[config.mk]
export PLATFORM = sky130hd
export DESIGN_NAME = axi4_lite_reg_slice
export DESIGN_NICKNAME = d
export VERILOG_FILES = /design/src/rtl/axi4_lite_pkg.sv /design/src/rtl/axi4_lite_skid_buffer.sv /design/src/rtl/axi4_lite_reg_slice.sv
export SDC_FILE = /design/constraint.sdc
export NUM_CORES = 1
export LEC_CHECK = 0
export ABC_AREA = 1
export CORE_ASPECT_RATIO = 0.7
export CORE_UTILIZATION = 55
export CTS_CLUSTER_SIZE = 16
export DETAILED_ROUTE_END_ITERATION = 6
export DONT_BUFFER_PORTS = 1
export MAX_ROUTING_LAYER = met4
export PLACE_DENSITY = 0.7
export SYNTH_ARGS = -nofsm -noshare
export SYNTH_HDL_FRONTEND = slang
export SYNTH_SLANG_ARGS = --single-unit
export TNS_END_PERCENT = 100
[constraint.sdc]
create_clock -name aclk -period 1.5 [get_ports aclk]
set_input_delay 0.15 -clock aclk [delete_from_list [all_inputs] [get_ports aclk]]
set_output_delay 0.15 -clock aclk [all_outputs]
set_load 0.02 [all_outputs]
[src/rtl/axi4_lite_pkg.sv]
// Shared AXI4-Lite channel widths and skid buffer state encoding.
// Channel payload widths are derived from one configuration struct.
package axi4_lite_pkg;

  typedef struct packed {
    int unsigned addr_w;
    int unsigned data_bytes;
    bit          use_strb;
  } axi4_lite_cfg_t;

  localparam int unsigned RespW = 2;

  typedef enum logic [1:0] {
    SkidEmpty,
    SkidBusy,
    SkidFull
  } skid_state_e;

  function automatic int unsigned ar_w(axi4_lite_cfg_t cfg);
    return cfg.addr_w;
  endfunction

  function automatic int unsigned aw_w(axi4_lite_cfg_t cfg);
    return cfg.addr_w;
  endfunction

  // {data, strb}
  function automatic int unsigned w_w(axi4_lite_cfg_t cfg);
    return 8 * cfg.data_bytes + (cfg.use_strb ? cfg.data_bytes : 0);
  endfunction

  function automatic int unsigned b_w();
    return RespW;
  endfunction

  // {data, resp}
  function automatic int unsigned r_w(axi4_lite_cfg_t cfg);
    return 8 * cfg.data_bytes + RespW;
  endfunction

endpackage

[src/rtl/axi4_lite_skid_buffer.sv]
// Two-entry skid buffer for one valid/ready channel; every output comes
// straight from a flop so no timing path crosses the slice.
module axi4_lite_skid_buffer
  import axi4_lite_pkg::*;
#(
  parameter int unsigned W = 32
) (
  input  logic         i_clk,
  input  logic         i_rst_n,
  input  logic         i_in_valid,
  output logic         o_in_ready,
  input  logic [W-1:0] i_in_data,
  output logic         o_out_valid,
  input  logic         i_out_ready,
  output logic [W-1:0] o_out_data
);

  skid_state_e  r_state;
  skid_state_e  w_state_d;
  logic [W-1:0] r_out_data;
  logic [W-1:0] w_out_data_d;
  logic [W-1:0] r_skid_data;
  logic [W-1:0] w_skid_data_d;
  logic         r_out_valid;
  logic         r_in_ready;
  logic         w_accept;

  assign w_accept = i_in_valid & r_in_ready;

  // Data regs load only on an accepted beat, so idle input bits never leak out.
  always_comb begin
    w_state_d     = r_state;
    w_out_data_d  = r_out_data;
    w_skid_data_d = r_skid_data;
    unique case (r_state)
      SkidEmpty: begin
        if (w_accept) begin
          w_out_data_d = i_in_data;
          w_state_d    = SkidBusy;
        end
      end
      SkidBusy: begin
        if (w_accept && i_out_ready) begin
          w_out_data_d = i_in_data;
        end else if (w_accept) begin
          w_skid_data_d = i_in_data;
          w_state_d     = SkidFull;
        end else if (i_out_ready) begin
          w_state_d = SkidEmpty;
        end
      end
      SkidFull: begin
        if (i_out_ready) begin
          w_out_data_d = r_skid_data;
          w_state_d    = SkidBusy;
        end
      end
      default: w_state_d = SkidEmpty;
    endcase
  end

  always_ff @(posedge i_clk or negedge i_rst_n) begin
    if (!i_rst_n) begin
      r_state     <= SkidEmpty;
      r_out_data  <= '0;
      r_skid_data <= '0;
      r_out_valid <= 1'b0;
      r_in_ready  <= 1'b0;
    end else begin
      r_state     <= w_state_d;
      r_out_data  <= w_out_data_d;
      r_skid_data <= w_skid_data_d;
      r_out_valid <= (w_state_d != SkidEmpty);
      r_in_ready  <= (w_state_d != SkidFull);
    end
  end

  assign o_in_ready  = r_in_ready;
  assign o_out_valid = r_out_valid;
  assign o_out_data  = r_out_data;

endmodule

[src/rtl/axi4_lite_reg_slice.sv]
// AXI4-Lite register slice: one independent skid buffer per channel.
// AR/AW/W flow master side (s_*) to slave side (m_*); B/R flow back.
module axi4_lite_reg_slice
  import axi4_lite_pkg::*;
#(
  parameter int unsigned     A        = 32,
  parameter int unsigned     N        = 4,
  parameter bit              USE_STRB = 1'b1,
  localparam axi4_lite_cfg_t Cfg      = '{addr_w: A, data_bytes: N, use_strb: USE_STRB},
  localparam int unsigned    ArW      = ar_w(Cfg),
  localparam int unsigned    AwW      = aw_w(Cfg),
  localparam int unsigned    WW       = w_w(Cfg),
  localparam int unsigned    BW       = b_w(),
  localparam int unsigned    RW       = r_w(Cfg)
) (
  input  logic           aclk,
  input  logic           aresetn,
  input  logic [ArW-1:0] s_ar_flat,
  input  logic           s_ar_valid,
  output logic           s_ar_ready,
  input  logic [AwW-1:0] s_aw_flat,
  input  logic           s_aw_valid,
  output logic           s_aw_ready,
  input  logic [WW-1:0]  s_w_flat,
  input  logic           s_w_valid,
  output logic           s_w_ready,
  output logic [BW-1:0]  s_b_flat,
  output logic           s_b_valid,
  input  logic           s_b_ready,
  output logic [RW-1:0]  s_r_flat,
  output logic           s_r_valid,
  input  logic           s_r_ready,
  output logic [ArW-1:0] m_ar_flat,
  output logic           m_ar_valid,
  input  logic           m_ar_ready,
  output logic [AwW-1:0] m_aw_flat,
  output logic           m_aw_valid,
  input  logic           m_aw_ready,
  output logic [WW-1:0]  m_w_flat,
  output logic           m_w_valid,
  input  logic           m_w_ready,
  input  logic [BW-1:0]  m_b_flat,
  input  logic           m_b_valid,
  output logic           m_b_ready,
  input  logic [RW-1:0]  m_r_flat,
  input  logic           m_r_valid,
  output logic           m_r_ready
);

  axi4_lite_skid_buffer #(.W(ArW)) u_ar (
    .i_clk       (aclk),
    .i_rst_n     (aresetn),
    .i_in_valid  (s_ar_valid),
    .o_in_ready  (s_ar_ready),
    .i_in_data   (s_ar_flat),
    .o_out_valid (m_ar_valid),
    .i_out_ready (m_ar_ready),
    .o_out_data  (m_ar_flat)
  );

  axi4_lite_skid_buffer #(.W(AwW)) u_aw (
    .i_clk       (aclk),
    .i_rst_n     (aresetn),
    .i_in_valid  (s_aw_valid),
    .o_in_ready  (s_aw_ready),
    .i_in_data   (s_aw_flat),
    .o_out_valid (m_aw_valid),
    .i_out_ready (m_aw_ready),
    .o_out_data  (m_aw_flat)
  );

  axi4_lite_skid_buffer #(.W(WW)) u_w (
    .i_clk       (aclk),
    .i_rst_n     (aresetn),
    .i_in_valid  (s_w_valid),
    .o_in_ready  (s_w_ready),
    .i_in_data   (s_w_flat),
    .o_out_valid (m_w_valid),
    .i_out_ready (m_w_ready),
    .o_out_data  (m_w_flat)
  );

  axi4_lite_skid_buffer #(.W(BW)) u_b (
    .i_clk       (aclk),
    .i_rst_n     (aresetn),
    .i_in_valid  (m_b_valid),
    .o_in_ready  (m_b_ready),
    .i_in_data   (m_b_flat),
    .o_out_valid (s_b_valid),
    .i_out_ready (s_b_ready),
    .o_out_data  (s_b_flat)
  );

  axi4_lite_skid_buffer #(.W(RW)) u_r (
    .i_clk       (aclk),
    .i_rst_n     (aresetn),
    .i_in_valid  (m_r_valid),
    .o_in_ready  (m_r_ready),
    .i_in_data   (m_r_flat),
    .o_out_valid (s_r_valid),
    .i_out_ready (s_r_ready),
    .o_out_data  (s_r_flat)
  );

endmodule

# Yosys cells after proc, flatten, opt, wreduce, memory -nomap -nowiden
# Index checks and enable logic that the tools add are counted.
# Widths: inputs -> output; s select.
dict set report classes {
  n_bitwise 10
  mux 50
  eq_ne 30
  n_reduce_logical 30
}
# operator n
set ops {}
lappend ops {{$mux 32} 6}
lappend ops {{$pmux 32 s3} 2}
lappend ops {{$mux 36} 3}
lappend ops {{$pmux 36 s3} 1}
lappend ops {{$mux 34} 3}
lappend ops {{$pmux 34 s3} 1}
lappend ops {{$mux 2} 28}
lappend ops {{$pmux 2 s3} 6}
lappend ops {{$ne 2x1->1 const B} 10}
lappend ops {{$ne 2x2->1 const B} 10}
lappend ops {{$reduce_and 4->1} 5}
lappend ops {{$reduce_and 3->1} 5}
lappend ops {{$reduce_bool 3->1} 5}
lappend ops {{$eq 2x1->1 const B} 5}
lappend ops {{$eq 2x2->1 const B} 5}
lappend ops {{$logic_not 2->1} 5}
lappend ops {{$reduce_bool 2->1} 5}
lappend ops {{$and 1x1->1} 5}
lappend ops {{$logic_and 1x1->1} 5}
lappend ops {{$not 1->1} 5}
dict set report word_totals {
  reg_bits 292
  inputBits 148
  elab_cells 145
  output_inout_bits 146
}

# Logic depth before layout (Yosys ltp)
dict set report logic_depth {
  depth_word 5
  ltp_mapped 8
  ltp_nobuf 6
}

# By module
# A second synthesis with hierarchy kept.
dict set report hier_totals {
  hier_cells 1740
  area_unflattened_um2 13633.1
}
# mod instances area_each_um2 seq_area_each_um2 cells_per_inst
set by_module_without_submodules {}
lappend by_module_without_submodules {{axi4_lite_skid_buffer at u_w} 1 3533.4 1901.8 450}
lappend by_module_without_submodules {{axi4_lite_skid_buffer at u_r} 1 3368.2 1801.7 430}
lappend by_module_without_submodules {{axi4_lite_skid_buffer at u_aw} 1 3188.1 1701.6 407}
lappend by_module_without_submodules {{axi4_lite_skid_buffer at u_ar} 1 3170.5 1701.6 405}
lappend by_module_without_submodules {{axi4_lite_skid_buffer at u_b} 1 372.9 200.2 48}

# Worst setup path before layout
# Ideal clock, no wire load.
dict set report synth_timing {
  kind {reg2reg}
  from {register u_w.r_in_ready, in the netlist u_w.o_in_ready}
  to {register u_w.r_out_data[13], in the netlist u_w.o_out_data[13]}
  required_time_ns 1.382
  path_stages_with_launch 8
  setup_time_ns 0.118
  slack_ns 0.234
  period_less_slack_ns 1.266
  n_path_buf 2
  arrival_ns 1.148
  cell_sequence {dfrtp_1 nand3_2 nand2_4 nand2_2 buf_6 buf_6 nand2_1 nand2_1}
}
dict set report synth_between {
  elab_chain_len 4
  elab_cells_between_ends 5
  cone_classes {eq/ne (2); bitwise (1); reduce/logical (2)}
}
# item line
set synth_lines {}
lappend synth_lines {{start: declaration} axi4_lite_skid_buffer.sv:25} ;# logic r_in_ready;
lappend synth_lines {{start signal: assignment} axi4_lite_skid_buffer.sv:74} ;# r_in_ready <= (w_state_d != SkidFull);
lappend synth_lines {{$and 1x1->1 *} axi4_lite_skid_buffer.sv:28} ;# assign w_accept = i_in_valid & r_in_ready;
lappend synth_lines {{$logic_and 1x1->1} axi4_lite_skid_buffer.sv:43} ;# if (w_accept && i_out_ready) begin
lappend synth_lines {{$ne 2x1->1 (no source line)} --}
lappend synth_lines {{$reduce_and 4->1 (no source line) *} --}
lappend synth_lines {{end signal: assignment} axi4_lite_skid_buffer.sv:71} ;# r_out_data <= w_out_data_d;
lappend synth_lines {{end: declaration} axi4_lite_skid_buffer.sv:20} ;# logic [W-1:0] r_out_data;
# Every way passes the cells marked *; elsewhere a longest branch is shown, timed or not.
# A chain may end at the register's enable or synchronous reset.

# Worst setup path in the final report
dict set report layout_timing {
  from {register u_b.r_state[1]}
  to {register u_b.r_skid_data[0]}
}
dict set report layout_between {
  elab_chain_len 2
}
# item line
set layout_lines {}
lappend layout_lines {{start: declaration} axi4_lite_skid_buffer.sv:18} ;# skid_state_e r_state;
lappend layout_lines {{start signal: assignment} axi4_lite_skid_buffer.sv:64} ;# r_state <= SkidEmpty;
lappend layout_lines {{start signal: assignment} axi4_lite_skid_buffer.sv:70} ;# r_state <= w_state_d;
lappend layout_lines {{$eq 2x1->1} axi4_lite_skid_buffer.sv:35} ;# unique case (r_state)
lappend layout_lines {{$reduce_and 3->1 (no source line)} --}
lappend layout_lines {{end signal: assignment} axi4_lite_skid_buffer.sv:72} ;# r_skid_data <= w_skid_data_d;
lappend layout_lines {{end: declaration} axi4_lite_skid_buffer.sv:22} ;# logic [W-1:0] r_skid_data;
# Every way passes these cells.

==> results.ini <==
[detailed_routing]
postRouteWirelength_um = 37700
drtPass1Iterations = 5
drc = 0
wire_per_inst_um = 17.1
route.detailed.vias_per_inst = 5.63
dr_total_vias = 12409
first_iter_violations = 1202
final_antenna_net_count = 0

[worst_setup_path]
critical_path_top_delay_cell = sky130_fd_sc_hd__dlygate4sd3_1
critical_path.n_buffers_inverters = 3
crit_cells = 6
end_kind = flop
worst_setup_path_start_kind = flop
worst-r2r-cell-count = 6
timing.critical_path.arrival_ns = 1.96
path_delay_family = buffers and inverters
worst-setup-path-type = reg -> reg
critical_path.max_fanout = 4
crit_chain = inv_1 > nand3_2 > inv_2 > nand3_1 > dlygate4sd3_1 > nand2_1
crit_path_max_incr_delay_ns = 0.57
cp.required_ns = 2.00

[global_route]
grtUsageTotal = 0.305
maximum_number_of_pins_on_one_net_before_global_route_repair = 293
antenna_found_initial = 0
number_of_global_route_vias_before_repair = 11877
grt.overflow.total = 0
grt_first_pass_wirelength_um = 61400

[clocking]
holdBufCountCts = 148
cts.path.max_buffers = 3
cts_root_buffer = sky130_fd_sc_hd__clkbuf_16
numCtsBuffers = 28
cts.sinks = 292
cts_tree = built
h_tree_levels = 1
worst_skew_pair.late_latency_ns = 0.56
clkTransAtPathRegs_ns = 0.06

[logic_synthesis]
synth.yosys.seq_area_share = 0.537
yosysUniqueCellTypes = 24
synth.net_count = 1874
synth_enable_flop_cells = 0
post_synth_instance_area_um2 = 13600
synth_cells = 1726
yosysMostFrequentCell = sky130_fd_sc_hd__nand2_1
async_flop_share = 1.00
mean_area_per_synthesized_cell_um2 = 7.88
synth.top_cell.area_share = 0.537
synth_area_leaders = sky130_fd_sc_hd__dfrtp_1, sky130_fd_sc_hd__nand2_1, sky130_fd_sc_hd__nand3_1
netlist_top_cells_count = sky130_fd_sc_hd__nand2_1, sky130_fd_sc_hd__nand3_1, sky130_fd_sc_hd__dfrtp_1
synth_warnings = 0
synth_top_area_cell = sky130_fd_sc_hd__dfrtp_1
synthesis_stage_register_bit_count = 292
synth_flop_cell = sky130_fd_sc_hd__dfrtp_1

[cells_and_area]
final_design_area_no_fill_um2 = 16500
drive_above_1_share = 0.0838
stdcell_count = 2204
postLayoutCoreUtil = 0.690
num-nets-final = 2014
area.growth.synth_to_final_pct = 21.4
filler_cell_count = 1833

[die]
die_width_um = 190
die-area_um2 = 25400
die_y_um = 134
core_um2 = 23900
placementRows = 47
top_level_port_count = 294
floorplan.initialDensity = 0.568

[run_status]
status = finished, violations left
failed_checks = negative hold slack

[sta]
finalWorstSetupSlack_ns = 0.0374
setup_viol = 0
hold_viol_final = 292
finalCriticalPeriod_ns = 1.46
tns_ns = 0
maxSlewHeadroom = 0.542
timing.hold.ws_ns = -0.708
final_max_slew_viol_count = 0
clock-skew-final_ns = 0.0240
layout_worst_path_cycle_share = 0.975
max_freq_ghz = 0.684
tightest_slew_ns = 0.687
rsz_0062_raised_after_global_routing = no

[pwr]
power.ir.vdd_worst_mv = 1.31
powerDensity_nw_per_um2 = 2150
leakage_nw = 8.93
power.total_mw = 35.6

[run]
drv_cap = 0

[placement]
dp_slack_ns = 0.0967
dp_cells = 2005
dpl.hpwl_um = 23300
cell_area_reported_after_detailed_placement_um2 = 14100
port_buffers = 0
final_estimated_routing_congestion_in_global_placement = 0.864

[min_path]
min-delay-path-class = in -> async

[power breakdown]
| part | total [mW] | internal [mW] | switching, mW |
|---|---|---|---|
| Clock | 7.09 | 4.06 | 3.02 |
| Sequential | 16.4 | 11.6 | 4.86 |
| Combinational | 12.1 | 4.31 | 7.74 |
| Total | 35.6 | 20.0 | 15.6 |
[cell families (layout without fill, tap and decap cells)]
logic type             Yosys count  after routing  share of synthesized area
and+or+nand+nor               1282           1282                      0.402
DFF                            292            292                      0.537
buffers and inverters          145            304                     0.0561
AOI/OAI and AO/OA                7              7                    0.00497
other                            0              1                          0
[what timing repair did]
item                                   in CTS  in global routing
gates resized for setup                     0                  7
setup endpoints to repair                   0                 43
setup buffers                               0                  1
endpoints found under the hold margin     584                292
[layout make-up]
type                       count  area, um^2  share of cell area
multi-input combinational   1289        5550               0.336
clock inverter                 9         106             0.00644
timing repair buffer         226        2240               0.135
inverter                      29         109             0.00659
clock buffer                  40         806              0.0488
sequential                   292        7310               0.442
tap                          318         398              0.0241
antenna                        1        2.50            0.000152
[placed cells by master, fill, tap and decap left out]
cell type / count
sky130_fd_sc_hd__dlymetal6s4s_1: 1
sky130_fd_sc_hd__dfrtp_1: 292
sky130_fd_sc_hd__nand3_2: 5
sky130_fd_sc_hd__nand2_4: 5
sky130_fd_sc_hd__clkinv_2: 6
sky130_fd_sc_hd__buf_12: 13
sky130_fd_sc_hd__inv_1: 22
sky130_fd_sc_hd__nor2_2: 2
sky130_fd_sc_hd__nand4_1: 2
sky130_fd_sc_hd__buf_6: 1
sky130_fd_sc_hd__nand2_8: 1
sky130_fd_sc_hd__nand3_1: 414
sky130_fd_sc_hd__o21ai_4: 1
sky130_fd_sc_hd__buf_4: 64
sky130_fd_sc_hd__clkbuf_16: 28
sky130_fd_sc_hd__clkbuf_8: 6
sky130_fd_sc_hd__a21oi_1: 2
sky130_fd_sc_hd__o21ai_0: 1
sky130_fd_sc_hd__nand2_2: 10
sky130_fd_sc_hd__o21ai_2: 2
sky130_fd_sc_hd__nand2_1: 840
sky130_fd_sc_hd__dlygate4sd3_1: 147
sky130_fd_sc_hd__nor2_4: 2
sky130_fd_sc_hd__inv_2: 7
sky130_fd_sc_hd__diode_2: 1
sky130_fd_sc_hd__clkbuf_1: 6
sky130_fd_sc_hd__nor2_8: 1
sky130_fd_sc_hd__o21bai_4: 1
sky130_fd_sc_hd__bufinv_16: 2
sky130_fd_sc_hd__clkinv_8: 1
[flip-flops by register name (all words and copies together), names as in the netlist, 2 cells and up]
signal,flops
u_ar.o_out_data,32
u_ar.r_skid_data,32
u_ar.r_state,2
u_aw.o_out_data,32
u_aw.r_skid_data,32
u_aw.r_state,2
u_b.o_out_data,2
u_b.r_skid_data,2
u_b.r_state,2
u_r.o_out_data,34
u_r.r_skid_data,34
u_r.r_state,2
u_w.o_out_data,36
u_w.r_skid_data,36
u_w.r_state,2
[worst paths after layout]
| path | start | end | slack [ns] |
|---|---|---|---|
| worst max register to register | u_b.r_state[1] | u_b.r_skid_data[0] | 0.04 |
| max in group asynchronous | aresetn | u_aw.r_skid_data[6] | 1.61 |
| min in group aclk | s_r_ready | u_r.r_state[0] | 0.08 |
| worst min register to register | u_r.r_skid_data[18] | u_r.r_skid_data[18] | 0.47 |
| worst min-delay path | aresetn | u_b.o_out_data[1] | -0.71 |
| worst max-delay path | u_b.r_state[1] | u_b.r_skid_data[0] | 0.04 |
[routing by layer]
metal,part of all wire,vias to the layer above,track usage
li1,-,5812,-
met2,0.45,571,0.446
met5,0,-,-
met1,0.44,5948,0.435
met3,0.091,78,0.0616
met4,0.024,0,0.0721
No activity file was read; power rests on OpenSTA's default activity.
